File: src/rtl/hazard_stall_ctrl_pkg.sv
// Shared pipeline decode definitions: opcode/ALU-op encodings, instruction field
// positions and the per-instruction source-register descriptor.
package pipe_defs;

  localparam logic [4:0] OP_RTYPE = 5'b00000;
  localparam logic [4:0] OP_J     = 5'b00001;
  localparam logic [4:0] OP_BNE   = 5'b00010;
  localparam logic [4:0] OP_JAL   = 5'b00011;
  localparam logic [4:0] OP_JR    = 5'b00100;
  localparam logic [4:0] OP_BLT   = 5'b00110;
  localparam logic [4:0] OP_SW    = 5'b00111;
  localparam logic [4:0] OP_LW    = 5'b01000;
  localparam logic [4:0] OP_SETX  = 5'b10101;
  localparam logic [4:0] OP_BEX   = 5'b10110;

  localparam logic [4:0] ALU_MULT = 5'b00110;
  localparam logic [4:0] ALU_DIV  = 5'b00111;

  localparam int OPC_HI = 31;
  localparam int OPC_LO = 27;
  localparam int RD_HI  = 26;
  localparam int RD_LO  = 22;
  localparam int RS_HI  = 21;
  localparam int RS_LO  = 17;
  localparam int RT_HI  = 16;
  localparam int RT_LO  = 12;
  localparam int ALU_HI = 6;
  localparam int ALU_LO = 2;

  localparam logic [4:0] REG_RSTATUS = 5'd30;

  // Up to three register reads per instruction; the rd slot carries r30 for bex.
  typedef struct packed {
    logic       uses_rs;
    logic       uses_rt;
    logic       uses_rd;
    logic [4:0] rs;
    logic [4:0] rt;
    logic [4:0] rd;
  } src_info_t;

endpackage

File: src/rtl/hazard_stall_ctrl_src_decode.sv
// Maps an instruction word to the set of registers it reads; shared with the
// forwarding units so both agree on what counts as a source.
module instr_src_decode
  import pipe_defs::*;
(
  input  logic [31:0] instr,
  output src_info_t   src
);

  logic [4:0] opc;
  logic       unused_bits;

  assign opc         = instr[OPC_HI:OPC_LO];
  assign unused_bits = ^{instr[11:0]};

  always_comb begin
    src.uses_rs = !(opc inside {OP_J, OP_JAL, OP_SETX, OP_BEX});
    src.uses_rt = (opc == OP_RTYPE);
    src.uses_rd = (opc inside {OP_SW, OP_BNE, OP_BLT, OP_JR, OP_BEX});
    src.rs      = instr[RS_HI:RS_LO];
    src.rt      = instr[RT_HI:RT_LO];
    src.rd      = (opc == OP_BEX) ? REG_RSTATUS : instr[RD_HI:RD_LO];
  end

endmodule

File: src/rtl/hazard_stall_ctrl.sv
// Pipeline hazard controller: load-use stalls, taken-branch flushes and the
// multi-cycle mult/div handshake that freezes the front of the pipe.
module hazard_stall_ctrl
  import pipe_defs::*;
#(
  parameter int MD_TIMEOUT = 40,
  parameter int CNT_W      = 6,
  parameter int STAT_W     = 32
) (
  input  logic              clock,
  input  logic              reset_n,
  input  logic [31:0]       IR_Decode,
  input  logic [31:0]       IR_Execute,
  input  logic              branch_taken,
  input  logic              md_resultRDY,
  input  logic              md_exception,
  output logic              ctrl_MULT,
  output logic              ctrl_DIV,
  output logic              stall_fd,
  output logic              nop_dx,
  output logic              stall_dx,
  output logic              nop_xm,
  output logic              flush_fd,
  output logic              md_write,
  output logic              md_timeout,
  output logic              md_busy,
  output logic [STAT_W-1:0] stall_count,
  output logic [1:0]        md_state_dbg
);

  localparam logic [1:0] S_IDLE = 2'd0;
  localparam logic [1:0] S_BUSY = 2'd1;
  localparam logic [1:0] S_DONE = 2'd2;

  localparam logic [CNT_W-1:0] CNT_LAST = CNT_W'(MD_TIMEOUT - 1);

  src_info_t         d_src;
  logic [4:0]        x_opc;
  logic [4:0]        x_rd;
  logic [4:0]        x_alu;
  logic              x_is_lw;
  logic              x_is_mult;
  logic              x_is_div;
  logic              load_use;
  logic              md_start;
  logic              full_stall;
  logic              unused_bits;

  logic [1:0]        state_q, state_d;
  logic [CNT_W-1:0]  cnt_q, cnt_d;
  logic              tmo_q, tmo_d;
  logic [STAT_W-1:0] stall_count_q, stall_count_d;

  instr_src_decode u_src_decode (
    .instr (IR_Decode),
    .src   (d_src)
  );

  assign x_opc       = IR_Execute[OPC_HI:OPC_LO];
  assign x_rd        = IR_Execute[RD_HI:RD_LO];
  assign x_alu       = IR_Execute[ALU_HI:ALU_LO];
  assign x_is_lw     = (x_opc == OP_LW);
  assign x_is_mult   = (x_opc == OP_RTYPE) && (x_alu == ALU_MULT);
  assign x_is_div    = (x_opc == OP_RTYPE) && (x_alu == ALU_DIV);
  assign unused_bits = ^{IR_Execute[21:7], IR_Execute[1:0]};

  // r0 is hardwired, so a load into it never creates a dependency.
  assign load_use = x_is_lw && (x_rd != 5'd0) &&
                    ((d_src.uses_rs && (d_src.rs == x_rd)) ||
                     (d_src.uses_rt && (d_src.rt == x_rd)) ||
                     (d_src.uses_rd && (d_src.rd == x_rd)));

  always_comb begin
    state_d   = state_q;
    cnt_d     = cnt_q;
    tmo_d     = tmo_q;
    md_start  = 1'b0;
    ctrl_MULT = 1'b0;
    ctrl_DIV  = 1'b0;
    case (state_q)
      S_IDLE: begin
        if ((x_is_mult || x_is_div) && !branch_taken) begin
          md_start  = 1'b1;
          ctrl_MULT = x_is_mult;
          ctrl_DIV  = x_is_div;
          cnt_d     = '0;
          tmo_d     = 1'b0;
          state_d   = S_BUSY;
        end
      end
      S_BUSY: begin
        // A ready arriving on the last allowed cycle still counts as a clean result.
        if (md_resultRDY) begin
          tmo_d   = 1'b0;
          state_d = S_DONE;
        end else if (cnt_q == CNT_LAST) begin
          tmo_d   = 1'b1;
          state_d = S_DONE;
        end else begin
          cnt_d = cnt_q + 1'b1;
        end
      end
      S_DONE:  state_d = S_IDLE;
      default: state_d = S_IDLE;
    endcase
  end

  always_comb begin
    full_stall = (state_q == S_BUSY) || md_start;
    stall_fd   = full_stall || (!branch_taken && load_use);
    nop_dx     = !full_stall && (branch_taken || load_use);
    flush_fd   = !full_stall && branch_taken;
    stall_dx   = full_stall;
    nop_xm     = full_stall;
    md_write   = (state_q == S_DONE);
    md_timeout = (state_q == S_DONE) && (tmo_q || md_exception);
    md_busy    = (state_q != S_IDLE);

    stall_count_d = stall_count_q;
    if (stall_fd && (stall_count_q != '1)) begin
      stall_count_d = stall_count_q + 1'b1;
    end
  end

  always_ff @(posedge clock) begin
    if (!reset_n) begin
      state_q       <= S_IDLE;
      cnt_q         <= '0;
      tmo_q         <= 1'b0;
      stall_count_q <= '0;
    end else begin
      state_q       <= state_d;
      cnt_q         <= cnt_d;
      tmo_q         <= tmo_d;
      stall_count_q <= stall_count_d;
    end
  end

  assign stall_count  = stall_count_q;
  assign md_state_dbg = state_q;

endmodule

File: config.mk
export PLATFORM = sky130hd
export DESIGN_NAME = hazard_stall_ctrl
export DESIGN_NICKNAME = d
export VERILOG_FILES = /design/src/rtl/hazard_stall_ctrl_pkg.sv /design/src/rtl/hazard_stall_ctrl_src_decode.sv /design/src/rtl/hazard_stall_ctrl.sv
export SDC_FILE = /design/constraint.sdc
export NUM_CORES = 1
export LEC_CHECK = 0
export BUFFER_PORTS_ARGS = -buffer_cell sky130_fd_sc_hd__buf_2
export CAP_MARGIN = 20
export CELL_PAD_IN_SITES_DETAIL_PLACEMENT = 1
export CELL_PAD_IN_SITES_GLOBAL_PLACEMENT = 2
export CORE_MARGIN = 2
export CORE_UTILIZATION = 23
export CTS_BUF_LIST = sky130_fd_sc_hd__clkbuf_4 sky130_fd_sc_hd__clkbuf_8 sky130_fd_sc_hd__clkbuf_16
export CTS_CLUSTER_SIZE = 40
export DETAILED_ROUTE_END_ITERATION = 6
export GPL_TIMING_DRIVEN = 1
export PLACE_DENSITY_LB_ADDON = 0.1
export SLEW_MARGIN = 30
export SYNTH_ARGS = -nofsm -noshare
export SYNTH_HDL_FRONTEND = slang
export SYNTH_SLANG_ARGS = --single-unit
File: constraint.sdc
create_clock -name clock -period 2.5 [get_ports clock]
set_input_delay 0.5 -clock clock [delete_from_list [all_inputs] [get_ports clock]]
set_output_delay 0.5 -clock clock [all_outputs]
set_load 0.05 [all_outputs]
* Word-level counts from Yosys, hierarchy flattened *
Index checks and enable logic that the tools add are counted.

word-level totals
  memories kept = 0
  logic and storage cells = 81
  bits in writable memories = 0
  flip-flop bits (word level) = 41
  bits in read-only memories = 0
  bits in latches = 0

operators by class
  add/subtract/negate cells = 2
  reduce and logical (&&, ||, !) cells = 34
  bitwise operators = 0
  $lt $le $gt $ge = 0
  eq/ne operators = 22
  muxes and demuxes = 19
  div/mod/pow operators = 0
  multipliers = 0
  shift-type cells = 0

operators with widths
  operator                                       number
  adder 32 x 1 -> 32 bit, second input constant  1
  != test 32 bit, second input constant          1
  == test 5 x 3 -> 1 bit, second input constant  5
  two-way mux 6 bit                              3
  == test 5 bit                                  3
  logical AND 1 bit                              13
  case mux 6 bit (2 select lines)                1
  == test 5 x 2 -> 1 bit, second input constant  2
  == test 5 bit, second input constant           2
  logical NOT 5 bit                              2
  nonzero test 5 bit                             2
  two-way mux 1 bit                              9
  logical OR 1 bit                               7
  adder 6 x 1 -> 6 bit, second input constant    1
  == test 6 bit, second input constant           1
  two-way mux 2 bit                              3
  != test 2 bit, second input constant           3
  == test 5 x 1 -> 1 bit, second input constant  1
  == test 5 x 4 -> 1 bit, second input constant  1
  two-way mux 5 bit                              1
  case mux 2 bit (2 select lines)                1
  AND reduction 4 bit                            1
  nonzero test 2 bit                             2
  nonzero test 4 bit                             1
  other kinds (8)                                10

* Depth between registers and ports, before layout *
Gate-level depths: netlist of run 1.

  depth in word-level cells = 10
  depth in mapped cells = 11
  mapped depth without buffers = 9

* By module *
From an unflattened synthesis of run 1, not the netlist that was laid out.

unflattened totals
  cells, all modules = 306
  area, all modules = 2543.7 um^2

by module, submodules not included
  module             area an instance (um^2)  instances  sequential area each (um^2)  cells each
  hazard_stall_ctrl  2357.3                   1          820.8                        278
  instr_src_decode   186.4                    1          0.0                          28

* Worst setup path after synthesis of run 1 *
No wires, ideal clock.

  path type = register -> output
  start point = register state_q[0] (netlist: md_state_dbg[0])
  end point = output port nop_dx
  arrival = 2.745 ns
  setup slack = -0.745 ns
  buffers on the path = 1
  stages on the path, launching flop included = 7
  cells stage by stage = dfxtp_1 -> or2_2 -> nor3b_1 -> a31oi_1 -> clkbuf_1 -> inv_1 -> a21oi_1

between the ends
  longest elaborated chain between the ends = 5

RTL lines
  element                 RTL line                  text
  from (decl)             hazard_stall_ctrl.sv:49   logic [1:0] state_q, state_d;
  from (signal assigned)  hazard_stall_ctrl.sv:132  state_q <= state_d;
  logical NOT 2 bit       hazard_stall_ctrl.sv:80   case (state_q)
  two-way mux 1 bit       hazard_stall_ctrl.sv:80
  logical OR 1 bit *      hazard_stall_ctrl.sv:109  full_stall = (state_q == S_BUSY) || md_start;
  via nop_xm              hazard_stall_ctrl.sv:22   output logic nop_xm,
  logical NOT 1 bit *     hazard_stall_ctrl.sv:111  nop_dx = !full_stall && (branch_taken || load_use);
  logical AND 1 bit *     hazard_stall_ctrl.sv:111
  to (decl)               hazard_stall_ctrl.sv:20   output logic nop_dx,

Mark *: on every way through the listed nets, which the timed path passes. The rest lies on a longest branch.

* Worst setup path after layout of run 1 *
  start point = input port IR_Decode[27]
  end point = output port stall_fd

between the ends
  longest elaborated chain between the ends = 9

RTL lines
  element                                                                RTL line                  text
  from (decl)                                                            hazard_stall_ctrl.sv:12   input logic [31:0] IR_Decode,
  parallel branches: the longest is 5 deep, another holds == test 5 bit  -
  logical OR 1 bit *                                                     hazard_stall_ctrl.sv:70   (d_src.uses_rt && (d_src.rt == x_rd)) ||
  logical AND 1 bit *                                                    hazard_stall_ctrl.sv:68   assign load_use = x_is_lw && (x_rd != 5'd0) &&
  logical AND 1 bit *                                                    hazard_stall_ctrl.sv:110  stall_fd = full_stall || (!branch_taken && load_use);
  logical OR 1 bit *                                                     hazard_stall_ctrl.sv:110
  to (decl)                                                              hazard_stall_ctrl.sv:19   output logic stall_fd,

Every way passes the cells marked *.

==> results of run 1 <==
-- cells in the final DEF (no fill, tap or decap), types with 5 or more instances in the layout --
cell and instances:
buf_2 77, nand4_1 12, nand2b_1 13, dfxtp_1 38, clkbuf_8 6, nand2_1 24
mux2i_1 8, inv_1 14, o31ai_1 5, o21ai_1 5, xnor2_1 12, buf_6 8
or3_1 6, nand3_1 18, xor2_1 11, buf_4 49, a21oi_1 15, nor2_1 20
-- layout make-up --
class	count	share of cell area (%)
clock buffers	6	2.086
clock inverters	2	0.3477
inverters	16	1.707
repair buffers	138	22.82
multi-input cells	240	47.79
flip-flops and latches	41	20.83
well taps	140	4.425
-- per-layer routing --
metal  up-vias  share of wire, %  GRT usage (%)
li1       1410                 -              -
met1      1352                48          19.80
met2        38                48          25.27
met3         7               2.9          2.411
met4         0              0.92          3.571
met5         -                 0              0
-- sequential cells by signal, indices dropped and copies added, names as in the netlist --
signal,count
stall_count,32
cnt_q,6
md_state_dbg,2
tmo_q,1
-- cell families after synthesis --
logic type,count (synthesis)
multiplexers,8
flip-flops,41
AO/OA/AOI/OAI,64
AND/OR/NAND/NOR,143
adder cells (fa/ha/maj),2
buffers and inverters,29
XOR/XNOR,23
-- timing repair --
item                       CTS  global route
resized for setup           44            35
hold endpoints to repair     0             0
buffers inserted             7             6
gates cloned                 1             0
pin swaps                   13            29
setup endpoints to repair   23            31
-- worst max path at each step --
stage	slack, ns	endpoint	cells past startpoint	start
6_report	-0.15	stall_fd	10	IR_Decode[27]
5_1_grt	-0.21	stall_count[10]$_SDFFE_PN0P_	13	IR_Decode[27]
4_1_cts	-0.17	stall_fd	9	IR_Decode[29]
3_5_place_dp	-0.55	stall_count[11]$_SDFFE_PN0P_	13	IR_Decode[27]
3_3_place_gp	-0.66	stall_count[11]$_SDFFE_PN0P_	13	IR_Decode[27]
2_1_floorplan	-0.07	stall_fd	8	IR_Decode[28]
-- power by group --
| group | leakage, nW | switching (mW) | internal, mW |
|---|---|---|---|
| registers | 0.332 | 0.000134 | 0.652 |
| logic | 1.19 | 0.0832 | 0.0754 |
| clock network | 0.0512 | 0.257 | 0.224 |
-- stage by stage --
stage	utilization, %	power [mW]
6_report	36.84	1.292
3_5_place_dp	31.60	0.8030
2_1_floorplan	-	0.7315
4_1_cts	35.03	1.308
5_1_grt	36.84	1.365
3_3_place_gp	31.60	0.8008
-- synth_stat cells (all sizes together), types with 2 or more instances --
| cell type | number | area, um^2 |
|---|---|---|
| nand4 | 12 | 75.07 |
| nand2 | 24 | 90.09 |
| a211oi | 3 | 27.52 |
| nand2b | 13 | 81.33 |
| nand3b | 4 | 30.03 |
| a32oi | 2 | 17.52 |
| ha | 2 | 25.02 |
| xnor2 | 12 | 105.1 |
| and4 | 4 | 35.03 |
| nand3 | 18 | 90.09 |
| a31o | 2 | 17.52 |
| xor2 | 11 | 96.34 |
| a21oi | 19 | 95.09 |
| nor3 | 3 | 15.01 |
| a2111oi | 5 | 43.79 |
| o41ai | 3 | 26.28 |
| or4 | 7 | 52.55 |
| o311ai | 2 | 17.52 |
| inv | 16 | 60.06 |
| or3 | 6 | 37.54 |
| mux2i | 8 | 80.08 |
| dfxtp | 41 | 820.8 |
| o21a | 2 | 15.01 |
| nor2 | 20 | 75.07 |
| o31ai | 7 | 52.55 |
| and2 | 3 | 21.27 |
| nor4 | 8 | 56.30 |
| o211ai | 3 | 36.28 |
| o21ai | 11 | 58.80 |
| or2 | 4 | 25.02 |
| nor2b | 4 | 25.02 |
| nand4bb | 2 | 22.52 |
| and3 | 6 | 37.54 |
| buf | 6 | 36.29 |
| clkbuf | 7 | 26.28 |
==> summary.txt, run 1 <==
Layout
  • Diodes inserted: 0
  • Final cell count without fillers: 583
  • FF/Latch Area: 824.5 um^2
  • Area delta synth->final: 57.88%
  • Nets: 513
  • Multi-input logic area: 1892 um^2
  • Fillers: 1327
  • Finished layout cell area: 3959 um^2
  • Layout cells sized above 1: 43.79%

Synthesis
  • Post-Synthesis Cells: 310
  • Adder-cell share of the synthesized area: 0.9980%
  • Syn Area/Cell: 8.088 um^2
  • Ys Warns: 0
  • Compound-Gate Fraction of Synth Area: 17.76%
  • Synth Cell Area: 2507 um^2
  • Syn_nets: 381
  • Post-synthesis register bit count: 41
  • Sequential-to-total area share from yosys stat: 32.73%
  • Mux cell area share after synthesis: 3.194%
  • Post-synth EDFFs: 0
  • Library cells used by synthesis: 54
  • Post-synthesis async set-or-reset flop share: 0%
  • Xor/xnor share of the synthesized area: 8.034%
  • Main flop type after synthesis: dfxtp_1
  • Simple-gate portion of the synthesized area: 32.39%
  • Largest family of logic cells by synthesized area: simple AND/OR/NAND/NOR gates

Floorplan
  • I/O Pins: 113
  • Initial core utilization: 23.33%
  • Die area: 11750 um^2
  • Row cnt: 38
  • Die extent in x: 108.4 um
  • Core box area: 10750 um^2
  • Die height: 108.4 um

STA
  • Worst-margin pin slew: 0.5419 ns
  • Final Cycle Share: 105.9%
  • Final Hold Slack: 0.3993 ns
  • Clock skew: 0.01476 ns
  • Slew Viols, Final: 0
  • Setup TNS: -0.7733 ns
  • Worst setup margin: -0.1465 ns
  • Final Hold Fails: 0
  • RSZ-0062 raised after global routing: yes
  • Post-layout minimum cycle time: 2.647 ns
  • Fmax: 0.3779 GHz
  • Rel. slew slack: 63.77%
  • Endpoints failing setup: 12

Placement
  • Number of port buffers: 83
  • Post-DP Area: 3396 um^2
  • Dpl cells: 562
  • DP Worst Slack: -0.5497 ns
  • Global placer's final weighted congestion: 0.7351
  • Detailed placement HPWL: 6.386 mm

Global routing
  • Vias in the first global route: 2854
  • Initial antenna violation count: 0
  • Pin count of the biggest net entering global routing: 23
  • Gr usage total: 14.93%
  • First-pass GRT wire length: 14.00 mm
  • Gr ovfl total: 0

CTS
  • CTS H-tree lvls: 2
  • CTS buffer count: 5
  • CTS Root Cell: clkbuf_8
  • Clk sink count: 41
  • Clock tree from TritonCTS: built
  • Cts hold-fix bufs: 0
  • CTS clock-pin slew for the worst setup and hold paths: 0.09 ns
  • Max clock buf depth: 2
  • Clk Latency, worst-skew pair: 0.30 ns

Critical path
  • Worst path arrival time: 2.15 ns
  • End of the worst register-to-register path: stall_count[25]$_SDFFE_PN0P_
  • Setup crit start kind: input pin
  • Reg2Reg Depth: 9
  • Crit-path cells: buf_8 > nand3b_1 > or2_4 > a32oi_2 > nor3_2 > buf_4 > o211ai_4 > and2_4 > clkinvlp_4 > buf_8
  • Critical path's slowest cell: or2_4
  • Crit path capture type: output pin
  • CP max FO: 4
  • Reg-to-Reg Start: stall_count[24]$_SDFFE_PN0P_
  • Worst R2R Setup Slack: 0.08 ns
  • Buf+Inv Stages, Crit Path: 4
  • CP delay by family, top: simple AND/OR/NAND/NOR gates
  • CP Data Required Time: 2.00 ns
  • Most frequent cell on the critical path: buf_8
  • Critical path class: in2out
  • Max incr delay on CP: 0.29 ns

Routing
  • DR pass1 iterations: 4
  • Via-to-Cell Ratio: 4.815
  • WL per Instance: 14.65 um
  • Total wire length: 8.541 mm
  • Via count: 2807
  • DRT iter0 DRCs: 75
  • ANT nets after route: 0
  • # DRC: 0

Min path
  • Hold path cells: 2
  • Hold Crit Class: in2reg
  • WHS Endpoint: tmo_q$_SDFFE_PN0P_
  • Hold Path Origin: md_resultRDY

Pwr
  • PD cells: 326.4 nW/um^2
  • Lkg Pwr: 1.569 nW
  • Max rail drop VDD: 0.1933 mV

Run
  • Max_cap viols: 0

Outcome
  • Result of the run: finished with violations
  • Failing checks: negative setup slack
No activity file was read; power rests on OpenSTA's default activity.
==> run 2: changes to the inputs <==
HOLD_SLACK_MARGIN = 0.02   (was default)
SYNTH_HIERARCHICAL = 1   (was default)
==> summary.txt, run 2 <==
CTS
  • Clock tree from TritonCTS: built
  • Clk sink count: 41 (unchanged)
  • Clk Latency, worst-skew pair: 0.30 ns (about the same)
  • CTS H-tree lvls: 2 (unchanged)
  • CTS Root Cell: clkbuf_8
  • Max clock buf depth: 2 (unchanged)
  • CTS buffer count: 5 (unchanged)
  • Cts hold-fix bufs: 0 (unchanged)
  • CTS clock-pin slew for the worst setup and hold paths: 0.09 ns (about the same)

Critical path
  • Worst path arrival time: 2.18 ns (+0.03 ns)
  • End of the worst register-to-register path: stall_count[0]$_SDFFE_PN0P_
  • Reg-to-Reg Start: stall_count[24]$_SDFFE_PN0P_
  • Crit path capture type: output pin
  • Critical path class: in2out
  • CP max FO: 5 (+1)
  • Setup crit start kind: input pin
  • Reg2Reg Depth: 9 (unchanged)
  • CP Data Required Time: 2.00 ns (about the same)
  • Worst R2R Setup Slack: 0.20 ns (+0.12 ns)

STA
  • Final Cycle Share: 107.1% (+1.3 points)
  • Post-layout minimum cycle time: 2.678 ns (+0.03144 ns)
  • Fmax: 0.3734 GHz (-1.2%)
  • Worst-margin pin slew: 0.4240 ns (-0.1179 ns)
  • Endpoints failing setup: 23 (+11)
  • Setup TNS: -1.601 ns (-0.8281 ns)
  • Rel. slew slack: 71.63% (+7.9 points)
  • Final Hold Fails: 0 (unchanged)
  • RSZ-0062 raised after global routing: yes
  • Worst setup margin: -0.1780 ns (-0.03144 ns)
  • Clock skew: 0.008996 ns (-0.005764 ns)
  • Slew Viols, Final: 0 (unchanged)

Pwr
  • Lkg Pwr: 1.642 nW (+4.7%)
  • Max rail drop VDD: 0.1793 mV (-7.2%)
  • Int Pwr: 1.051 mW (+10%)
  • Sw Share: 23.38% (-2.9 points)
  • PD cells: 356.6 nW/um^2 (+9.2%)
  • Clock share of power: 42.7% (+5.5 points)
  • Sw power: 0.3206 mW (-5.7%)
  • Logic pwr share: 9.7% (-2.6 points)
  • Sequential fraction of design power: 47.6% (-2.9 points)

Routing
  • # DRC: 0 (unchanged)
  • DR pass1 iterations: 4 (unchanged)
  • Via count: 2693 (-4.1%)
  • Total wire length: 8.714 mm (+2.0%)
  • Via-to-Cell Ratio: 4.896 (+1.7%)
  • ANT nets after route: 0 (unchanged)
  • WL per Instance: 15.84 um (+8.1%)
  • DRT iter0 DRCs: 68 (-9.3%)

Synthesis
  • Area fraction of the dominant cell type after synthesis: 32.27% (-0.47 points)
  • Post-synthesis async set-or-reset flop share: 0% (unchanged)
  • Post-synthesis register bit count: 41 (unchanged)
  • Cell accounting for the most synthesized area: dfxtp_1
  • Synth top cells by count: dfxtp_1 (41), nand2_1 (24), a21oi_1 (23), nor2_1 (21), xor2_1 (17)
  • Post-synth EDFFs: 0 (unchanged)
  • Synth area leaders: dfxtp_1 (32%), xor2_1 (5.9%), a21oi_1 (4.5%)
  • Library cells used by synthesis: 58 (+7.4%)
  • Synth Cell Area: 2544 um^2 (+1.4%)
  • Most common cell in the netlist: dfxtp_1
  • Post-Synthesis Cells: 306 (-1.3%)
  • Main flop type after synthesis: dfxtp_1
  • Syn Area/Cell: 8.313 um^2 (+2.8%)
  • Sequential-to-total area share from yosys stat: 32.27% (-0.47 points)
  • Ys Warns: 6 (+6)
  • Syn_nets: 377 (-1.0%)

Outcome
  • Result of the run: finished with violations
  • Failing checks: negative setup slack

Layout
  • Diodes inserted: 0 (unchanged)
  • Layout cells sized above 1: 46.10% (+2.3 points)
  • Nets: 480 (-6.4%)
  • Most frequent cells in the layout: buf_2 (80), dfxtp_1 (41), nand2_1 (23), nor2_1 (19), xor2_1 (17)
  • Finished Core Util: 35.64% (-1.2 points)
  • Multi-input logic area: 1824 um^2 (-3.6%)
  • Area delta synth->final: 51.21%
  • Max reg flops: 32 (unchanged)
  • Finished layout cell area: 3846 um^2 (-2.8%)
  • Final cell count without fillers: 550 (-5.7%)
  • Fillers: 1297 (-2.3%)
  • FF/Latch Area: 820.8 um^2 (-0.46%)
  • Commonest non-fill, non-tap cell in the layout: buf_2

Placement
  • Number of port buffers: 83 (unchanged)
  • Detailed placement HPWL: 5.978 mm (-6.4%)
  • Global placer's final weighted congestion: 0.6878 (-6.4%)
  • Post-DP Area: 3163 um^2 (-6.9%)
  • DP Worst Slack: -0.3662 ns (+0.1835 ns)
  • Dpl cells: 528 (-6.0%)

Floorplan
  • Die height: 109.2 um (+0.70%)
  • I/O Pins: 113 (unchanged)
  • Initial core utilization: 23.57% (+0.23 points)
  • Core box area: 10790 um^2 (+0.44%)
  • Die area: 11920 um^2 (+1.4%)
  • Die extent in x: 109.2 um (+0.70%)
  • Row cnt: 38 (unchanged)

Min path
  • Hold Crit Class: reg2reg
  • Hold Path Origin: stall_count[31]$_SDFFE_PN0P_
  • Hold path cells: 2 (unchanged)
  • WHS Endpoint: stall_count[31]$_SDFFE_PN0P_

Run
  • Max_cap viols: 0 (unchanged)

Global routing
  • Gr usage total: 14.36% (-0.57 points)
  • Vias in the first global route: 2758 (-3.4%)
  • First-pass GRT wire length: 13.53 mm (-3.4%)
  • Pin count of the biggest net entering global routing: 28 (+22%)
  • Gr ovfl total: 0 (unchanged)
  • Initial antenna violation count: 0 (unchanged)
==> run 2: cell type report <==
type / instances / share of cell area (%)
inverters: 7 / 0.8133
repair buffers: 119 / 22.74
well taps: 140 / 4.554
flip-flops and latches: 41 / 21.34
multi-input cells: 235 / 47.43
clock buffers: 7 / 2.342
clock inverters: 1 / 0.7807
==> run 2: metrics by stage <==
stage,hold WS [ns],power [mW]
finish,0.5087,1.371
global route,0.5479,1.432
CTS,0.5107,1.391
detailed placement,0.4937,0.7931
global placement,0.4839,0.7912
floorplan,0.4782,0.7368
==> run 2: worst max-delay path by stage <==
stage / start / cells past startpoint / end
finish: IR_Decode[27] / 11 / stall_fd
global route: IR_Decode[27] / 11 / stall_fd
CTS: IR_Decode[27] / 12 / nop_dx
detailed placement: IR_Decode[27] / 11 / stall_fd
global placement: IR_Decode[27] / 11 / stall_fd
floorplan: IR_Decode[27] / 11 / stall_count[5]$_SDFFE_PN0P_
==> run 2: cell families (layout without fill, tap and decap cells) <==
family	after synthesis	count (layout)	synth area share [%]
adder cells (fa/ha/maj)	2	2	0.9836
flip-flops	41	41	32.27
AO/OA/AOI/OAI	67	67	17.56
AND/OR/NAND/NOR	140	140	32.42
buffers and inverters	30	134	7.575
multiplexers	5	5	1.968
XOR/XNOR	21	21	7.230
==> run 2: timing repair <==
item                                    CTS  global route
endpoints found under the setup margin   18            32
setup buffers                             3             4
endpoints found under the hold margin     0             0
resized for setup                        22            66
gates cloned                              3             4
pin swaps                                18            36
==> run 2: critical path, cell delays in order <==
cell	delay (ns)
buf_6	0.09
nand4b_1	0.20
nor2_2	0.18
or2_1	0.14
xor2_1	0.16
nor4_1	0.07
and3_1	0.17
o31a_4	0.31
nor2_4	0.15
inv_2	0.06
buf_8	0.15
==> run 2: routing by layer <==
metal	vias up	global-route usage (%)	part of all wire, %
met3	5	3.168	5.6
met2	64	24.31	47
li1	1333	-	-
met5	-	0	0
met4	0	2.473	0.63
met1	1291	18.88	47
==> run 2: power by group through the flow <==
stage / sequential [mW] / clock, mW / combinational [mW]
global route: 0.653 / 0.632 / 0.147
finish: 0.652 / 0.586 / 0.133
floorplan: 0.668 / 0 / 0.0687
detailed placement: 0.668 / 0 / 0.125
global placement: 0.668 / 0 / 0.123
CTS: 0.653 / 0.607 / 0.131
==> run 3: changes to the inputs <==
PLACE_DENSITY_LB_ADDON = 0.25   (was 0.1)
==> summary.txt, run 3 (synthesized netlist as in run 2, its figures left out) <==
Global routing
  • Gr usage total: 13.24% (-1.1 points)
  • Gr ovfl total: 0 (unchanged)
  • Vias in the first global route: 2581 (-6.4%)
  • First-pass GRT wire length: 12.53 mm (-7.4%)
  • Initial antenna violation count: 0 (unchanged)
  • Pin count of the biggest net entering global routing: 28 (unchanged)

Layout
  • Commonest non-fill, non-tap cell in the layout: buf_2
  • Finished layout cell area: 3667 um^2 (-4.7%)
  • Max reg flops: 32 (unchanged)
  • Nets: 476 (-0.83%)
  • Diodes inserted: 0 (unchanged)
  • Most frequent cells in the layout: buf_2 (78), dfxtp_1 (41), nand2_1 (24), nor2_1 (19)
  • Layout cells sized above 1: 43.35% (-2.7 points)
  • Area delta synth->final: 44.17%

Placement
  • Detailed placement HPWL: 5.847 mm (-2.2%)
  • Post-DP Area: 3161 um^2 (about the same)
  • Number of port buffers: 83 (unchanged)
  • Global placer's final weighted congestion: 0.6945 (+0.97%)
  • DP Worst Slack: -0.3673 ns (-0.001145 ns)

CTS
  • Clk sink count: 41 (unchanged)
  • CTS buffer count: 5 (unchanged)
  • Cts hold-fix bufs: 0 (unchanged)
  • CTS H-tree lvls: 2 (unchanged)
  • CTS Root Cell: clkbuf_8
  • Max clock buf depth: 2 (unchanged)
  • Clk Latency, worst-skew pair: 0.31 ns (about the same)
  • CTS clock-pin slew for the worst setup and hold paths: 0.09 ns (about the same)
  • Clock tree from TritonCTS: built

STA
  • RSZ-0062 raised after global routing: yes
  • Worst setup margin: -0.1702 ns (+0.007726 ns)
  • Endpoints failing setup: 23 (unchanged)
  • Rel. slew slack: 63.38% (-8.2 points)
  • Worst-margin pin slew: 0.5477 ns (+0.1238 ns)
  • Final Hold Slack: 0.5095 ns (+0.0007580 ns)
  • Final Hold Fails: 0 (unchanged)
  • Fmax: 0.3745 GHz (+0.29%)
  • Final Cycle Share: 106.8% (-0.31 points)
  • Post-layout minimum cycle time: 2.670 ns (-0.007726 ns)
  • Slew Viols, Final: 0 (unchanged)
  • Clock skew: 0.006543 ns (-0.002453 ns)

Pwr
  • PD cells: 341.1 nW/um^2 (-4.3%)
  • Tot Pwr: 1.251 mW (-8.8%)
  • Sw Share: 27.29% (+3.9 points)
  • Logic pwr share: 10.8% (+1.1 points)
  • Int Pwr: 0.9095 mW (-13%)
  • Clock share of power: 37.0% (-5.7 points)
  • Sw power: 0.3414 mW (+6.5%)
  • Lkg Pwr: 1.515 nW (-7.8%)
  • Max rail drop VDD: 0.1682 mV (-6.2%)
  • Sequential fraction of design power: 52.2% (+4.6 points)

Critical path
  • Critical path class: in2out
  • Worst R2R Setup Slack: 0.20 ns (about the same)
  • Source of the critical timing path: IR_Decode[27]
  • Worst path arrival time: 2.17 ns (about the same)
  • CP Capture Point: stall_fd
  • Critical path's slowest cell: o31a_4
  • Crit path capture type: output pin
  • CP Data Required Time: 2.00 ns (about the same)
  • Setup crit start kind: input pin
  • Reg2Reg Depth: 7 (-2)
  • Reg-to-Reg Start: stall_count[27]$_SDFFE_PN0P_
  • Max incr delay on CP: 0.31 ns (about the same)
  • Crit-path cells: buf_6 > nand4b_1 > nor2_4 > or2_1 > xor2_1 > nor4_1 > and3_1 > o31a_4 > nor2_4 > inv_2 > buf_6
  • End of the worst register-to-register path: stall_count[25]$_SDFFE_PN0P_
  • CP max FO: 5 (unchanged)

Floorplan
  • Core box area: 10790 um^2 (unchanged)
  • Row cnt: 38 (unchanged)
  • Die area: 11920 um^2 (unchanged)
  • Die extent in x: 109.2 um (unchanged)
  • I/O Pins: 113 (unchanged)
  • Initial core utilization: 23.57% (unchanged)
  • Die height: 109.2 um (unchanged)

Routing
  • DRT iter0 DRCs: 69 (+1.5%)
  • DR pass1 iterations: 4 (unchanged)
  • Via-to-Cell Ratio: 4.872 (-0.50%)
  • # DRC: 0 (unchanged)
  • Via count: 2660 (-1.2%)
  • WL per Instance: 15.48 um (-2.3%)
  • Total wire length: 8.450 mm (-3.0%)
  • ANT nets after route: 0 (unchanged)

Min path
  • Hold Crit Class: reg2reg

Outcome
  • Result of the run: finished with violations
  • Failing checks: negative setup slack

Run
  • Max_cap viols: 0 (unchanged)
-- run 3: cell types whose count changed in the layout (fill, tap and decap cells not counted), sizes merged --
cell,change
clkinv,+2
bufinv,-1
buf,-2
clkbuf,-4
clkinvlp,+1
-- run 3: layout make-up --
| type | instances | area [um^2] |
|---|---|---|
| fillers | 1305 | 7126 |
| multi-input cells | 235 | 1762 |
| flip-flops and latches | 41 | 820.8 |
| repair buffers | 115 | 792.0 |
| well taps | 140 | 175.2 |
| clock buffers | 5 | 68.82 |
| inverters | 7 | 31.28 |
| clock inverters | 3 | 17.52 |
-- run 3: power by group through the flow --
stage	combinational, mW	clock (mW)	sequential [mW]
floorplan	0.0687	0	0.668
CTS	0.129	0.483	0.653
global route	0.147	0.505	0.653
global placement	0.122	0	0.668
finish	0.135	0.463	0.653
detailed placement	0.124	0	0.668
-- run 3: metrics by stage --
stage          utilization, %  setup TNS, ns  instances
6_report                33.98         -2.222        546
5_1_grt                 33.98         -5.908        546
4_1_cts                 30.87         -1.603        536
3_5_place_dp            29.28         -8.011        526
3_3_place_gp            29.28         -7.870        526
2_1_floorplan               -              0        306
-- run 3: how the worst min path moves through the flow --
stage                                  from  cells past startpoint                      endpoint
2_1_floorplan         cnt_q[5]$_SDFFE_PN0P_                      2         cnt_q[5]$_SDFFE_PN0P_
3_3_place_gp   stall_count[10]$_SDFFE_PN0P_                      2  stall_count[10]$_SDFFE_PN0P_
3_5_place_dp   stall_count[31]$_SDFFE_PN0P_                      2  stall_count[31]$_SDFFE_PN0P_
4_1_cts        stall_count[31]$_SDFFE_PN0P_                      2  stall_count[31]$_SDFFE_PN0P_
5_1_grt        stall_count[31]$_SDFFE_PN0P_                      2  stall_count[31]$_SDFFE_PN0P_
6_report       stall_count[31]$_SDFFE_PN0P_                      2  stall_count[31]$_SDFFE_PN0P_
-- run 3: repair_timing --
action	4_1_cts	5_1_grt
gates resized for setup	15	58
setup buffers	2	6
cloned	0	4
pin swaps	22	45
endpoints found under the setup margin	5	32
-- run 3: routing by layer --
metal  vias to the layer above  part of all wire [%]  GRT usage, %
li1                       1320                     -             -
met1                      1273                    47         17.13
met2                        60                    47         22.23
met3                         7                   5.4         2.809
met4                         0                  0.98         3.571
met5                         -                     0             0
-- run 3: critical path, delay by kind of cell --
family	cells	cell delay (ns)
AOI/OAI and AO/OA	1	0.31
xor gates and xnor gates	1	0.15
and+or+nand+nor	6	0.92
buffers and inverters	3	0.29
